===== src/rtl/mainfsm_fpu_pkg.sv =====
// Shared encodings for the multicycle main FSM: state codes, opcode classes
// and datapath mux-select values.
package mainfsm_fpu_pkg;

  typedef enum logic [3:0] {
    FETCH    = 4'd0,
    DECODE   = 4'd1,
    MEMADR   = 4'd2,
    MEMRD    = 4'd3,
    MEMWB    = 4'd4,
    MEMWR    = 4'd5,
    EXECUTER = 4'd6,
    EXECUTEI = 4'd7,
    ALUWB    = 4'd8,
    BRANCH   = 4'd9,
    FPUEXEC  = 4'd10,
    FPUWB    = 4'd11
  } state_t;

  localparam logic [1:0] OP_DP  = 2'b00;
  localparam logic [1:0] OP_MEM = 2'b01;
  localparam logic [1:0] OP_BR  = 2'b10;
  localparam logic [1:0] OP_FPU = 2'b11;

  localparam logic [1:0] SRCA_RN     = 2'b00;
  localparam logic [1:0] SRCA_PC     = 2'b01;
  localparam logic [1:0] SRCA_ALUOUT = 2'b10;

  localparam logic [1:0] SRCB_RM     = 2'b00;
  localparam logic [1:0] SRCB_EXTIMM = 2'b01;
  localparam logic [1:0] SRCB_FOUR   = 2'b10;

  localparam logic [1:0] RES_ALUOUT    = 2'b00;
  localparam logic [1:0] RES_DATA      = 2'b01;
  localparam logic [1:0] RES_ALURESULT = 2'b10;
  localparam logic [1:0] RES_FPU       = 2'b11;

endpackage


===== src/rtl/mainfsm_fpu_fpu_wait_ctr.sv =====
// Saturating FPU wait counter with synchronous clear, count enable and a
// terminal-count flag at MAX_WAIT-1.
module fpu_wait_ctr #(
  parameter int MAX_WAIT = 32,
  parameter int CNT_W    = 6
) (
  input  logic             clk,
  input  logic             reset,
  input  logic             clear,
  input  logic             en,
  output logic [CNT_W-1:0] count,
  output logic             tc
);

  always_ff @(posedge clk or posedge reset) begin
    if (reset)
      count <= '0;
    else if (clear)
      count <= '0;
    else if (en && (count != '1))
      count <= count + 1'b1;
  end

  assign tc = (count == CNT_W'(MAX_WAIT - 1));

endmodule


===== src/rtl/mainfsm_fpu.sv =====
// Multicycle main control FSM with a bounded-wait FPU execute path; emits the
// unconditioned write strobes and datapath selects as a Moore decode.
module mainfsm_fpu
  import mainfsm_fpu_pkg::*;
#(
  parameter int FPU_MAX_WAIT = 32,
  parameter int CNT_W        = 6
) (
  input  logic       clk,
  input  logic       reset,
  input  logic [1:0] Op,
  input  logic [5:0] Funct,
  input  logic       FPUDone,
  output logic       IRWrite,
  output logic       AdrSrc,
  output logic [1:0] ALUSrcA,
  output logic [1:0] ALUSrcB,
  output logic [1:0] ResultSrc,
  output logic       ALUOp,
  output logic       NextPC,
  output logic       RegW,
  output logic       MemW,
  output logic       Branch,
  output logic       FPUW,
  output logic       FPUStart,
  output logic       FPUTimeout,
  output logic [3:0] State
);

  state_t           state;
  state_t           next_state;
  logic [CNT_W-1:0] count;
  logic             tc;
  logic             in_fpu;
  logic             unused_funct;

  assign unused_funct = ^Funct[4:1];
  assign in_fpu       = (state == FPUEXEC);

  // The counter sits at zero outside FPUEXEC, so every entry starts from 0.
  fpu_wait_ctr #(
    .MAX_WAIT (FPU_MAX_WAIT),
    .CNT_W    (CNT_W)
  ) u_wait_ctr (
    .clk   (clk),
    .reset (reset),
    .clear (!in_fpu),
    .en    (in_fpu),
    .count (count),
    .tc    (tc)
  );

  always_ff @(posedge clk or posedge reset) begin
    if (reset)
      state <= FETCH;
    else
      state <= next_state;
  end

  always_ff @(posedge clk or posedge reset) begin
    if (reset)
      FPUTimeout <= 1'b0;
    else if (in_fpu && tc && !FPUDone)
      FPUTimeout <= 1'b1;
  end

  always_comb begin
    next_state = FETCH;
    case (state)
      FETCH:    next_state = DECODE;
      DECODE: begin
        case (Op)
          OP_DP:   next_state = Funct[5] ? EXECUTEI : EXECUTER;
          OP_MEM:  next_state = MEMADR;
          OP_BR:   next_state = BRANCH;
          default: next_state = FPUEXEC;
        endcase
      end
      MEMADR:   next_state = Funct[0] ? MEMRD : MEMWR;
      MEMRD:    next_state = MEMWB;
      EXECUTER: next_state = ALUWB;
      EXECUTEI: next_state = ALUWB;
      // A result arriving on the last allowed cycle still wins over the abort.
      FPUEXEC: begin
        if (FPUDone)
          next_state = FPUWB;
        else if (tc)
          next_state = FETCH;
        else
          next_state = FPUEXEC;
      end
      default:  next_state = FETCH;
    endcase
  end

  always_comb begin
    IRWrite   = 1'b0;
    AdrSrc    = 1'b0;
    ALUSrcA   = SRCA_RN;
    ALUSrcB   = SRCB_RM;
    ResultSrc = RES_ALUOUT;
    ALUOp     = 1'b0;
    NextPC    = 1'b0;
    RegW      = 1'b0;
    MemW      = 1'b0;
    Branch    = 1'b0;
    FPUW      = 1'b0;
    FPUStart  = 1'b0;
    case (state)
      FETCH: begin
        IRWrite   = 1'b1;
        ALUSrcA   = SRCA_PC;
        ALUSrcB   = SRCB_FOUR;
        ResultSrc = RES_ALURESULT;
        NextPC    = 1'b1;
      end
      DECODE: begin
        ALUSrcA   = SRCA_PC;
        ALUSrcB   = SRCB_FOUR;
        ResultSrc = RES_ALURESULT;
      end
      MEMADR:   ALUSrcB = SRCB_EXTIMM;
      MEMRD:    AdrSrc  = 1'b1;
      MEMWB: begin
        ResultSrc = RES_DATA;
        RegW      = 1'b1;
      end
      MEMWR: begin
        AdrSrc = 1'b1;
        MemW   = 1'b1;
      end
      EXECUTER: ALUOp = 1'b1;
      EXECUTEI: begin
        ALUSrcB = SRCB_EXTIMM;
        ALUOp   = 1'b1;
      end
      ALUWB:    RegW = 1'b1;
      BRANCH: begin
        ALUSrcA   = SRCA_ALUOUT;
        ALUSrcB   = SRCB_EXTIMM;
        ResultSrc = RES_ALURESULT;
        Branch    = 1'b1;
      end
      FPUEXEC:  FPUStart = (count == '0);
      FPUWB: begin
        ResultSrc = RES_FPU;
        FPUW      = 1'b1;
      end
      default: ;
    endcase
  end

  assign State = state;

endmodule

===== config.mk =====
export PLATFORM = sky130hd
export DESIGN_NAME = mainfsm_fpu
export DESIGN_NICKNAME = d
export VERILOG_FILES = /design/src/rtl/mainfsm_fpu_pkg.sv /design/src/rtl/mainfsm_fpu_fpu_wait_ctr.sv /design/src/rtl/mainfsm_fpu.sv
export SDC_FILE = /design/constraint.sdc
export NUM_CORES = 1
export LEC_CHECK = 0
export ABC_AREA = 1
export BUFFER_PORTS_ARGS = -buffer_cell sky130_fd_sc_hd__buf_2
export CAP_MARGIN = 15
export CORE_UTILIZATION = 47
export CTS_CLUSTER_SIZE = 14
export DETAILED_ROUTE_END_ITERATION = 10
export PLACE_DENSITY = 0.78
export SYNTH_ARGS = -nofsm -noshare
export SYNTH_HDL_FRONTEND = slang
export SYNTH_SLANG_ARGS = --single-unit

===== constraint.sdc =====
create_clock -name clk -period 1.54 [get_ports clk]
set_input_delay 0.077 -clock clk [delete_from_list [all_inputs] [get_ports clk]]
set_output_delay 0.077 -clock clk [all_outputs]
set_load 0.005 [all_outputs]

==> summary.txt <==
Logic synthesis
  • Largest area contributor in the netlist: sky130_fd_sc_hd__dfrtp_1
  • Synthesized area per cell: approximately 7.1 um2
  • Number of distinct library cells after synthesis: 22
  • Register area share after synthesis: 0.3514
  • Number of nets in the synthesized netlist: 124
  • Number of warnings printed during yosys synthesis: 0
  • Number of synthesized register bits: 11
  • Main area contributors after synthesis: sky130_fd_sc_hd__dfrtp_1 (35%), sky130_fd_sc_hd__nand2_1 (12%), sky130_fd_sc_hd__inv_1 (9.1%)
  • Post-synthesis instance area: around 800 um2
  • Number of instances in the synthesized netlist: ~110
  • Synth top area share: 0.3514

Power
  • Largest vdd supply drop: a little under 800 uV
  • Cell area power density: between 1000 and 1500 mW/mm2
  • Static leakage: 0.5550 nW

Outcome
  • Run status: completed

Clocking
  • Clock buffers created by TritonCTS: 3
  • CTS max path bufs: 2
  • Clock-pin slew on the worst setup and hold paths: 0.07 ns
  • Sinks on Clock Net: 11
  • TritonCTS clock tree: done
  • Clock network latency to the later pin of the worst-skew pair: about 0.27 ns
  • Count of instances resized after the clock tree is built: 0
  • Clock Root Buffer: sky130_fd_sc_hd__clkbuf_4
  • Htree depth: 1

Placement
  • Worst-case setup slack after placement: approximately 0.26 ns
  • Detailed placer's ending HPWL: around 1300 um
  • Weighted congestion reported at the end of routability-driven placement: between 0.8 and 0.9
  • Placed cells: 150
  • Port buffer count: 26
  • Area after DPL: approximately 910 um2

Routing
  • Via density per instance: 5.083
  • Initial DRT Pass Iterations: 4
  • DRC errors left: 0
  • DR WL/cell: approximately 11 um
  • Antenna Nets Post-Route: 0
  • Initial detailed-routing violation count: 18
  • Total via count after detailed routing: around 790
  • Routed Wire Length: 1658 um

Global routing
  • Wire length of the first global-routing pass: roughly 2800 um
  • Total Routing Usage GR: 0.1991
  • GRT overflow: 0
  • Largest net degree at the start of global routing: 12
  • Number of global-route vias before repair: ~640
  • Initial antenna violation count: 0

Floorplan
  • Total Die Area: 0.001834 mm2
  • Die Y: between 40 and 50 um
  • FP Rows: 14
  • Area inside the core boundary: 0.001524 mm2
  • Width of the die: between 40 and 50 um
  • # IOs: 31
  • Initial Util: 0.5140

Worst setup path
  • Type of element launching the critical path: register
  • Data required, critical path: 1.46 ns
  • Highest net fanout along the worst path: 6
  • Element type at the critical path end: primary output
  • Setup Crit Path Kind: register to primary output
  • Crit path arrival time: 1.32 ns

Hold path
  • Worst hold path type: primary input to register

Timing
  • Time the final worst path needs with I/O delays and setup: 1.392 ns
  • Slack of the critical path: around 0.15 ns
  • Final setup TNS: 0 ns
  • Final Max Slew Viols: 0
  • Hold Vio Cnt, Final: 0
  • Tightest slew margin relative to the limit: 0.7170
  • Final Cycle Share: 0.9041
  • Setup Viol. Count Final: 0
  • Maximum clock skew at final layout: between 0.007 and 0.008 ns
  • Achievable frequency: 718.2 MHz
  • Setup repair after global routing missed its margin: no
  • Slew of the pin with the lowest slew margin: 0.4241 ns

Finish
  • Area grow syn2layout: 21.41%
  • Most common library cell in the layout ignoring fill and taps: sky130_fd_sc_hd__buf_2
  • Final std cells w/o fill: between 150 and 200
  • Number of antenna repair diodes: 0
  • Fraction of layout instances using a drive strength above 1: 0.2929
  • Top library cells by usage in the layout, fill and taps aside: sky130_fd_sc_hd__buf_2 (26), sky130_fd_sc_hd__nand2_1 (24), sky130_fd_sc_hd__inv_1 (19), sky130_fd_sc_hd__nand3_1 (14), sky130_fd_sc_hd__nor2_1 (12)
  • Fin nets: ~150
  • Finished layout cell area: approximately 950 um2

Flow run
  • Count of max-cap constraint violations: 0
[cells by family (layout without fill, tap and decap cells)]
family / after synthesis / count (layout) / synth area share
and+or+nand+nor: 62 / 62 / 0.3802
adders and majority gates: 2 / 2 / 0.03194
buffers and inverters: 23 / 52 / 0.1294
AOI/OAI and AO/OA: 13 / 13 / 0.1070
DFF: 11 / 11 / 0.3514
[Yosys cell counts]
master and count:
sky130_fd_sc_hd__nand2_1 24, sky130_fd_sc_hd__inv_1 19, sky130_fd_sc_hd__nand3_1 14, sky130_fd_sc_hd__nor2_1 12
sky130_fd_sc_hd__dfrtp_1 11, sky130_fd_sc_hd__o21ai_0 5, sky130_fd_sc_hd__nand2_2 3, sky130_fd_sc_hd__a21oi_1 2
sky130_fd_sc_hd__buf_4 2, sky130_fd_sc_hd__ha_1 2, sky130_fd_sc_hd__nor2_2 2, sky130_fd_sc_hd__nor2_4 2
sky130_fd_sc_hd__nor3_1 2, sky130_fd_sc_hd__o211ai_1 2, sky130_fd_sc_hd__o21bai_1 2, sky130_fd_sc_hd__buf_6 1
sky130_fd_sc_hd__inv_2 1, sky130_fd_sc_hd__nand4_1 1, sky130_fd_sc_hd__nor3_4 1, sky130_fd_sc_hd__o211ai_2 1
sky130_fd_sc_hd__o22ai_1 1, sky130_fd_sc_hd__or2_2 1
[metal layers]
| metal | vias up | GRT usage | routed length (um) |
|---|---|---|---|
| met5 | - | 0 | 0 |
| met4 | 0 | 0.03750 | 10 |
| met3 | 2 | 0.06383 | 70 |
| met2 | 16 | 0.2970 | 765 |
| met1 | 361 | 0.2827 | 811 |
| li1 | 414 | - | - |
[worst paths after layout]
| check | start | end | slack, ns | depth (start not counted) |
|---|---|---|---|---|
| max | State[0]$_DFF_PP0_ | ALUSrcB[0] | 0.15 | 6 |
| min | FPUDone | State[0]$_DFF_PP0_ | 0.04 | 3 |
| max reg2reg | u_wait_ctr.count[0]$_DFFE_PP0P_ | State[3]$_DFF_PP0_ | 0.25 | 6 |
| min reg2reg | FPUTimeout$_DFFE_PP0P_ | FPUTimeout$_DFFE_PP0P_ | 0.47 | 1 |
| max in group asynchronous | reset | State[1]$_DFF_PP0_ | 0.90 | 3 |
| min in group asynchronous | reset | u_wait_ctr.count[5]$_DFFE_PP0P_ | 0.34 | 3 |
[state kept, by name, summed over array words and instances, names as in the netlist]
signal and cells:
FPUTimeout 1, u_wait_ctr.count 6, State 4
[final cells by class]
type / instances / area, um2
clock buffer: 4 / 26.28
fill: 142 / 573.1
inverter: 20 / 75.07
multi-input combinational: 77 / 406.6
sequential: 11 / 275.3
tap: 16 / 20.02
timing repair buffer: 28 / 147.6
[worst max-delay path, stage by stage (launching register included)]
cell and delay [ns]:
sky130_fd_sc_hd__dfrtp_1 0.44, sky130_fd_sc_hd__inv_1 0.10, sky130_fd_sc_hd__nand2_1 0.11, sky130_fd_sc_hd__inv_1 0.11
sky130_fd_sc_hd__nand2_1 0.07, sky130_fd_sc_hd__o211ai_1 0.07, sky130_fd_sc_hd__buf_2 0.13
[what timing repair did]
action,CTS,global route
hold buffers,1,0
buffers inserted,1,0
hold endpoints to repair,11,0
setup endpoints to repair,1,0
[where the power goes]
| group | switching, mW | internal, mW |
|---|---|---|
| sequential | 0.0743 | 0.332 |
| combinational | 0.337 | 0.252 |
| clock | 0.101 | 0.100 |
| total | 0.511 | 0.684 |
[per-stage QoR]
| stage | power [mW] | util | hold WS, ns |
|---|---|---|---|
| floorplan | 0.8033 | - | -0.07056 |
| global route | 1.301 | 0.6240 | 0.05787 |
| detailed placement | 0.9959 | 0.5952 | 0.09543 |
| CTS | 1.201 | 0.6240 | 0.04651 |
| global placement | 0.9871 | 0.5952 | 0.08176 |
| finish | 1.196 | 0.6240 | 0.04479 |
Note: power is estimated with default switching activity, not from simulation.
